$ cat src/rtl/regbank_sb_pkg.sv
// Shared types and constants for the register bank.
// Write-source encodings and CPU-level default sizes.
package regbank_sb_pkg;

  localparam int DEF_DATA_W = 8;
  localparam int DEF_NREG   = 16;

  typedef logic [2:0] src_t;

  localparam src_t SRC_IN_A  = 3'd0;
  localparam src_t SRC_IN_B  = 3'd1;
  localparam src_t SRC_CONST = 3'd2;
  localparam src_t SRC_ALU   = 3'd3;
  localparam src_t SRC_MOV   = 3'd4;

endpackage

$ cat src/rtl/regbank_scoreboard.sv
// Per-register pending flags for in-flight ALU results.
// A set beats a clear on the same address; stall is combinational.
module regbank_scoreboard #(
  parameter int NREG   = 16,
  parameter int BYPASS = 1,
  parameter int ADDR_W = $clog2(NREG)
) (
  input  logic              clk,
  input  logic              reset,
  input  logic              set,
  input  logic [ADDR_W-1:0] set_addr,
  input  logic              clr,
  input  logic [ADDR_W-1:0] clr_addr,
  input  logic [ADDR_W-1:0] rd_addr_a,
  input  logic [ADDR_W-1:0] rd_addr_b,
  output logic [NREG-1:0]   pending,
  output logic              stall
);

  localparam logic [NREG-1:0] ONE = {{(NREG-1){1'b0}}, 1'b1};

  logic [NREG-1:0] set_vec;
  logic [NREG-1:0] clr_vec;
  logic [NREG-1:0] eff;

  // Decode set/clear into one-hot masks.
  always_comb begin
    set_vec = '0;
    clr_vec = '0;
    if (set) set_vec = ONE << set_addr;
    if (clr) clr_vec = ONE << clr_addr;
  end

  // Pending flags: clear first, then set so the set wins.
  always_ff @(posedge clk or posedge reset) begin
    if (reset) pending <= '0;
    else       pending <= (pending & ~clr_vec) | set_vec;
  end

  // Hazard detect; a retiring writeback is forwarded, so hide it.
  always_comb begin
    eff = pending;
    if (BYPASS != 0) eff = pending & ~clr_vec;
    stall = 1'b0;
    if (!reset)
      stall = eff[rd_addr_a] | eff[rd_addr_b]
            | (set & eff[set_addr]);
  end

endmodule

$ cat src/rtl/regbank_sb.sv
// Register bank with write-source mux, two read ports,
// optional write-through bypass and ALU pending scoreboard.
module regbank_sb
  import regbank_sb_pkg::*;
#(
  parameter int DATA_W  = DEF_DATA_W,
  parameter int NREG    = DEF_NREG,
  parameter int OUT_REG = 0,
  parameter int BYPASS  = 1,
  localparam int ADDR_W = $clog2(NREG)
) (
  input  logic              clk,
  input  logic              reset,
  input  logic [DATA_W-1:0] in_a,
  input  logic [DATA_W-1:0] in_b,
  input  logic [DATA_W-1:0] cu_const,
  input  logic [DATA_W-1:0] alu_out,
  input  logic [2:0]        src_sel,
  input  logic [ADDR_W-1:0] mov_addr,
  input  logic              we,
  input  logic [ADDR_W-1:0] wr_addr,
  input  logic              issue,
  input  logic [ADDR_W-1:0] issue_addr,
  input  logic [ADDR_W-1:0] rd_addr_a,
  input  logic [ADDR_W-1:0] rd_addr_b,
  output logic [DATA_W-1:0] rd_data_a,
  output logic [DATA_W-1:0] rd_data_b,
  output logic [DATA_W-1:0] out,
  output logic              stall,
  output logic              wr_conflict,
  output logic [NREG-1:0]   pending
);

  logic [DATA_W-1:0] regs [NREG];
  logic [DATA_W-1:0] wd;
  logic              is_alu;
  logic              blocked;
  logic              commit;
  logic              fwd;

  assign is_alu  = (src_sel == SRC_ALU);
  assign blocked = we & ~is_alu & pending[wr_addr];
  assign commit  = we & ~blocked;
  assign fwd     = (BYPASS != 0) & commit & ~reset;

  // Write source select; moves read the stored value.
  always_comb begin
    wd = regs[mov_addr];
    case (src_sel)
      SRC_IN_A:  wd = in_a;
      SRC_IN_B:  wd = in_b;
      SRC_CONST: wd = cu_const;
      SRC_ALU:   wd = alu_out;
      default:   wd = regs[mov_addr];
    endcase
  end

  // Register array update.
  always_ff @(posedge clk or posedge reset) begin
    if (reset) begin
      for (int i = 0; i < NREG; i++) regs[i] <= '0;
    end else if (commit) begin
      regs[wr_addr] <= wd;
    end
  end

  // One-cycle pulse when a non-ALU write hits a pending register.
  always_ff @(posedge clk or posedge reset) begin
    if (reset) wr_conflict <= 1'b0;
    else       wr_conflict <= blocked;
  end

  // Read ports with optional write-through forwarding.
  always_comb begin
    rd_data_a = regs[rd_addr_a];
    rd_data_b = regs[rd_addr_b];
    if (fwd && rd_addr_a == wr_addr) rd_data_a = wd;
    if (fwd && rd_addr_b == wr_addr) rd_data_b = wd;
    if (reset) begin
      rd_data_a = '0;
      rd_data_b = '0;
    end
  end

  assign out = reset ? '0 : regs[OUT_REG];

  regbank_scoreboard #(
    .NREG   (NREG),
    .BYPASS (BYPASS),
    .ADDR_W (ADDR_W)
  ) u_sb (
    .clk       (clk),
    .reset     (reset),
    .set       (issue),
    .set_addr  (issue_addr),
    .clr       (we & is_alu),
    .clr_addr  (wr_addr),
    .rd_addr_a (rd_addr_a),
    .rd_addr_b (rd_addr_b),
    .pending   (pending),
    .stall     (stall)
  );

endmodule
$ cat config.mk
export PLATFORM = sky130hd
export DESIGN_NAME = regbank_sb
export DESIGN_NICKNAME = d
export VERILOG_FILES = /design/src/rtl/regbank_sb_pkg.sv /design/src/rtl/regbank_scoreboard.sv /design/src/rtl/regbank_sb.sv
export SDC_FILE = /design/constraint.sdc
export NUM_CORES = 1
export LEC_CHECK = 0
export ABC_CLOCK_PERIOD_IN_PS = 12200
export CORE_MARGIN = 2
export CORE_UTILIZATION = 58
export CTS_BUF_LIST = sky130_fd_sc_hd__clkbuf_4 sky130_fd_sc_hd__clkbuf_8 sky130_fd_sc_hd__clkbuf_16
export CTS_CLUSTER_SIZE = 25
export DETAILED_ROUTE_END_ITERATION = 10
export GPL_ROUTABILITY_DRIVEN = 0
export PLACE_DENSITY = 0.85
export REMOVE_ABC_BUFFERS = 1
export SETUP_SLACK_MARGIN = 0.02
export SLEW_MARGIN = 15
export SYNTH_ARGS = -nofsm -noshare
export SYNTH_HDL_FRONTEND = slang
export SYNTH_SLANG_ARGS = --single-unit
$ cat constraint.sdc
create_clock -name clk -period 12.2 [get_ports clk]
set_input_delay 2.44 -clock clk [delete_from_list [all_inputs] [get_ports clk]]
set_output_delay 2.44 -clock clk [all_outputs]
set_load 0.05 [all_outputs]
==> results.md, run 1 <==
* Status: finished clean
* Hold WS at 0.552 ns
* I/O Buffers at 100
* Slew margin rel. at 0.308
* NumNets Final at 797
* Final setup TNS at 0 ns
* Max rail drop VDD at 0.128 mV
* Largest net degree at the start of global routing at 59
* Netlist cell types at 50
* First-pass GRT wire length at 44000 um
* Max-cap violations at 0
* Starting Density at 0.594
* Post-synth EDFFs at 0
* Overall power at 2.11 mW
* Post-Synthesis Cells at 667
* Period utilisation layout at 0.779
* Startpoint Class: primary input
* Drt wl/cell at 29.8 um
* Clk buf depth at 2
* # DRC at 0
* Post-Syn Area at 9860 um^2
* Commonest non-fill, non-tap cell in the layout: dfrtp_1
* Area added between synthesis and finish at 16.6%
* Final hold vios at 0
* Final setup viols at 0
* DR pass1 iterations at 6
* Layout cell share with drive strength beyond 1 at 0.473
* Clock skew at 0.00894 ns
* CTS tree: done
* RSZ-0062 raised after global routing: no
* Seq/Total Area, Yosys at 0.368
* Antenna Violating Nets Remaining at 0
* Top cell by count, worst path: clkdlybuf4s50_1
* Crit path max-delay cell type: clkdlybuf4s50_1
* Worst path max stage delay at 1.15 ns
* Number of gates resized after CTS at 0
* Post-synth top flop: dfrtp_1
* Post-CTS Setup Repair Bufs at 0
* Highest clock rate at 0.105 GHz
* Pins Over Slew Limit at 0
* Vias in the first global route at 7407
* Final min period at 9.50 ns
* Critical Path AT at 7.06 ns
* Worst path top cell family by delay: simple AND/OR/NAND/NOR gates
* Synth warn at 0
* Ys async rst share at 1.00
* Critical path buffers and inverters at 2
* Register clock-pin slew on the reported worst setup and hold paths at 0.06 ns
* Clock tree sinks at 145
* CP Cell Sequence: clkdlybuf4s50_1 -> nand4b_1 -> or3b_2 -> o21ai_0 -> mux4_2 -> nor3b_1 -> nor4_1 -> a31oi_1 -> clkdlybuf4s50_1
* Average size of a mapped cell at 14.8 um^2
* Cts hold-fix bufs at 0
* Full die area at 18100 um^2
* Initial antenna violation count at 0
* H-tree depth at 4
* #FFs+latches synth at 145
* Total grt overflow at 0
* Drt total wl at 29000 um
* Largest area contributor in the netlist: dfrtp_1
* Via Count at 7197
* Total Routing Usage GR at 0.333
* Req. time, crit path at 9.76 ns
* Die height at 134 um
* Worst Setup End Kind: primary output
* Largest cells by area after synthesis: dfrtp_1 37%, mux4_2 31%, mux2_2 15%, clkbuf_1 1.3%, nor2b_1 1.3%
* Lkg Pwr at 4.50 nW
* Most frequent cells in the layout: 145 x dfrtp_1, 136 x mux4_2, 128 x mux2_2
* TritonCTS buffer count at 17
* Setup Crit Path Kind: in -> out
* Yosys top cell area share at 0.368
* Initial DRC Count at 903
* Vias per cell at 7.41
* Worst slew pin tran at 1.04 ns
* Ports at 101
* Pwr Density at 184 nW/um^2
* Worst min path class: reg -> reg
* Die Wd at 134 um
* Row cnt at 47
* Ant. Diodes at 0
* Clk_lat worst skew at 0.43 ns
* Crit-path max FO at 16
* Root Driver: clkbuf_16
* Final HPWL DP at 17900 um
* Core footprint at 16600 um^2
==> sequential cells by signal, indices dropped and copies added (netlist names) <==
name          flops
regs            128
u_sb.pending     16
wr_conflict       1
==> per-stage QoR <==
stage / cells / area (um^2) / setup slack [ns] / utilization
6_report: 971 / 11500 / 2.70 / 0.693
5_1_grt: 971 / 11500 / 2.56 / 0.693
4_1_cts: 971 / 11500 / 2.80 / 0.693
3_5_place_dp: 939 / 10900 / 2.86 / 0.659
3_3_place_gp: 939 / 10900 / 2.99 / 0.659
2_1_floorplan: 607 / 9590 / 2.19 / -
==> cell type report <==
cell class	instances	area, um^2
sequential	145	3630
multi-input combinational	457	5940
timing repair buffer	112	1070
clock buffer	21	474
inverter	5	23.8
clock inverter	11	82.6
fill	1068	5090
tap	220	275
==> synth_stat cells (all sizes together) (4+ instances only) <==
| master | instances |
|---|---|
| a22oi | 8 |
| a311oi | 4 |
| a31o | 8 |
| a31oi | 5 |
| buf | 24 |
| clkbuf | 36 |
| dfrtp | 145 |
| inv | 5 |
| mux2 | 136 |
| mux2i | 8 |
| mux4 | 137 |
| nand2 | 14 |
| nand2b | 6 |
| nand3 | 10 |
| nand3b | 4 |
| nor2 | 29 |
| nor2b | 20 |
| nor4 | 4 |
| o21a | 5 |
| o21ai | 14 |
| o21bai | 8 |
| o31a | 6 |
| o31ai | 4 |
| xor2 | 8 |
==> kinds of logic after synthesis <==
family,count (synthesis),share of synthesized area
buffers and inverters,65,0.0288
XOR/XNOR,8,0.00711
AO/OA/AOI/OAI,70,0.0522
flip-flops,145,0.368
multiplexers,281,0.480
AND/OR/NAND/NOR,98,0.0637
==> layer usage <==
layer / vias to the layer above / wire [um] / GRT usage
met5: - / 0 / 0
met4: 0 / 1460 / 0.157
met3: 155 / 3350 / 0.0956
met2: 552 / 14000 / 0.524
met1: 3662 / 10200 / 0.433
li1: 2828 / - / -
==> where the power goes <==
group	total [mW]	internal (mW)	switching (mW)	leakage (nW)
clock network	0.493	0.279	0.214	0.261
registers	0.803	0.639	0.165	1.85
logic	0.814	0.460	0.354	2.40
total	2.11	1.38	0.733	4.50
==> path summary, 6_finish.rpt <==
path | start | endpoint | slack [ns] | cells past startpoint
min in group asynchronous | reset | u_sb.pending[11]$_DFF_PP0_ | 2.60 | 3
setup reg to reg | u_sb.pending[5]$_DFF_PP0_ | regs[102]$_DFFE_PP0P_ | 9.05 | 7
setup / recovery | src_sel[0] | stall | 2.70 | 9
max in group asynchronous | reset | regs[0]$_DFFE_PP0P_ | 8.51 | 4
hold / removal | regs[78]$_DFFE_PP0P_ | regs[78]$_DFFE_PP0P_ | 0.55 | 1
hold reg to reg | regs[78]$_DFFE_PP0P_ | regs[78]$_DFFE_PP0P_ | 0.55 | 1
Note: power is estimated with default switching activity, not from simulation.
==> run 2: changes to the inputs <==
- ABC_CLOCK_PERIOD_IN_PS: 12200 -> 8300
- CORE_UTILIZATION: 58 -> 53
- PLACE_DENSITY: 0.85 -> 0.82
- clock period: 12.2 -> 8.3 ns (I/O delays scaled with it)
==> run 2 against run 1 <==
Net effect: global-route usage is 1.3 points lower; non-clock buffer count is 6 higher; sequential power is 47% higher; critical path type unchanged; clock power is 77% higher; largest cell class unchanged; highest routed layer unchanged; count of clock-buffer cells in the layout is 2 higher.
==> results.md, run 2 (synthesized netlist as in run 1, its figures left out) <==
* Area added between synthesis and finish at 18.5%
* Vias in the first global route at 7588
* Largest net degree at the start of global routing at 137
* Lkg Pwr at 4.61 nW
* Drt wl/cell at 31.0 um
* Initial DRC Count at 1050
* Cell count after placement at 954
* Routing usage on met1 at 0.433
* Status: finished clean
* CTS tree: done
* Die Wd at 140 um
* Number of gates resized after CTS at 0
* RSZ-0062 raised after global routing: no
* CP Cell Sequence: clkdlybuf4s50_1 -> mux4_1 -> mux4_2 -> o21ai_2 -> and2_4 -> and3_1 -> buf_4 -> mux2i_1 -> nor2_1 -> clkdlybuf4s50_1
* # DRC at 0
* Final setup TNS at 0 ns
* Clock tree sinks at 145
* Row cnt at 49
* Total Routing Usage GR at 0.320
* Placed instance area at 11000 um^2
* Core footprint at 18100 um^2
* Setup Crit Path Kind: in -> out
* Most frequent cells in the layout: 145 x dfrtp_1, 136 x mux4_2, 128 x mux2_2
* Ports at 101
* Clock skew at 0.00916 ns
* Critical Path AT at 5.81 ns
* Worst path max stage delay at 0.96 ns
* Antenna Violating Nets Remaining at 0
* Cts hold-fix bufs at 0
* Starting Density at 0.545
* Busiest grt layer: met2
* Most flops, register: regs
* Root Driver: clkbuf_16
* Crit-path max FO at 14
* Worst path top cell family by delay: buffers and inverters
* Startpoint Class: primary input
* NumNets Final at 803
* Vias per cell at 7.41
* Total grt overflow at 0
* Pins Over Slew Limit at 0
* Full die area at 19700 um^2
* Crit path max-delay cell type: clkdlybuf4s50_1
* Fin area at 11700 um^2
* Met2 GRT Util at 0.502
* Worst setup path start: wr_addr[0]
* Final min period at 7.47 ns
* Hold_sp: regs[8]$_DFFE_PP0P_
* DR pass1 iterations at 7
* TritonCTS buffer count at 17
* Ant. Diodes at 0
* Clk buf depth at 2
* Die height at 140 um
* Critical path buffers and inverters at 3
* Max rail drop VDD at 0.175 mV
* Register clock-pin slew on the reported worst setup and hold paths at 0.06 ns
* Top Registers: regs: 128 flops, u_sb.pending: 16 flops, wr_conflict: 1 flops
* Overall power at 3.26 mW
* Req. time, crit path at 6.64 ns
* Highest clock rate at 0.134 GHz
* Initial antenna violation count at 0
* Clk_lat worst skew at 0.43 ns
* Final HPWL DP at 19700 um
* Drt total wl at 30600 um
* I/O Buffers at 100
* Worst Setup End Kind: primary output
* Worst min path class: reg -> reg
* Commonest non-fill, non-tap cell in the layout: dfrtp_1
* Top cell by count, worst path: clkdlybuf4s50_1
* Max reg flops at 128
* Pwr Density at 279 nW/um^2
* Util after Layout at 0.646
* Via Count at 7309
* Worst slew pin tran at 1.10 ns
* H-tree depth at 4
* Layout cell share with drive strength beyond 1 at 0.477
* Max-cap violations at 0
* Slew margin rel. at 0.264
* Final hold vios at 0
* Post-CTS Setup Repair Bufs at 0
* Layout Cells excl Fill at 986
* Reg-to-reg startpoint: u_sb.pending[5]$_DFF_PP0_
* First-pass GRT wire length at 46200 um
* Met3 Use GR at 0.0708
* Period utilisation layout at 0.900
* Final setup viols at 0
run 2: report_power, final:
group / internal, mW / leakage, nW / switching, mW / total [mW]
clock: 0.571 / 0.330 / 0.300 / 0.871
combinational: 0.678 / 2.43 / 0.535 / 1.21
sequential: 0.939 / 1.85 / 0.240 / 1.18
total: 2.19 / 4.61 / 1.07 / 3.26
run 2: per-layer routing:
metal / part of all wire / wire length [um]
met5: 0 / 0
met2: 0.48 / 14600
met1: 0.38 / 11500
met4: 0.046 / 1410
met3: 0.099 / 3030
run 2: per-stage QoR:
stage	setup WS (ns)	hold slack [ns]
after floorplan	-0.149	0.510
after global placement	1.03	0.520
after detailed placement	0.902	0.537
after CTS	0.871	0.552
after global routing	0.696	0.569
final	0.833	0.553
run 2: final cells by class:
cell class                      instances  area [um^2]
Clock inverter                          9          176
Clock buffer                           23          495
Timing Repair Buffer                  118         1120
Multi-Input combinational cell        457         5940
Tap cell                              229          287
Inverter                                5         23.8
Fill cell                            1207         6410
Sequential cell                       145         3630
run 2: path summary, 6_finish.rpt:
path	end	slack (ns)	depth (start not counted)
worst max-delay path	rd_data_a[7]	0.83	10
worst min-delay path	regs[8]$_DFFE_PP0P_	0.55	1
worst max register to register	regs[99]$_DFFE_PP0P_	5.04	7
worst min register to register	regs[8]$_DFFE_PP0P_	0.55	1
max in group asynchronous	regs[121]$_DFFE_PP0P_	5.60	4
min in group asynchronous	regs[106]$_DFFE_PP0P_	1.73	3
run 2: worst reg2reg max path, stage by stage (launching register included):
cell	delay, ns
dfrtp_1	0.44
mux4_1	0.55
mux4_2	0.52
o21ai_2	0.10
and2_4	0.24
nand3b_4	0.11
nor2_2	0.76
mux2_2	0.42
==> run 3: changes to the inputs <==
- SKIP_CTS_REPAIR_TIMING: default -> 1
==> results of run 3 <==
Final layout, timing and power as in run 2 (identical DEF).
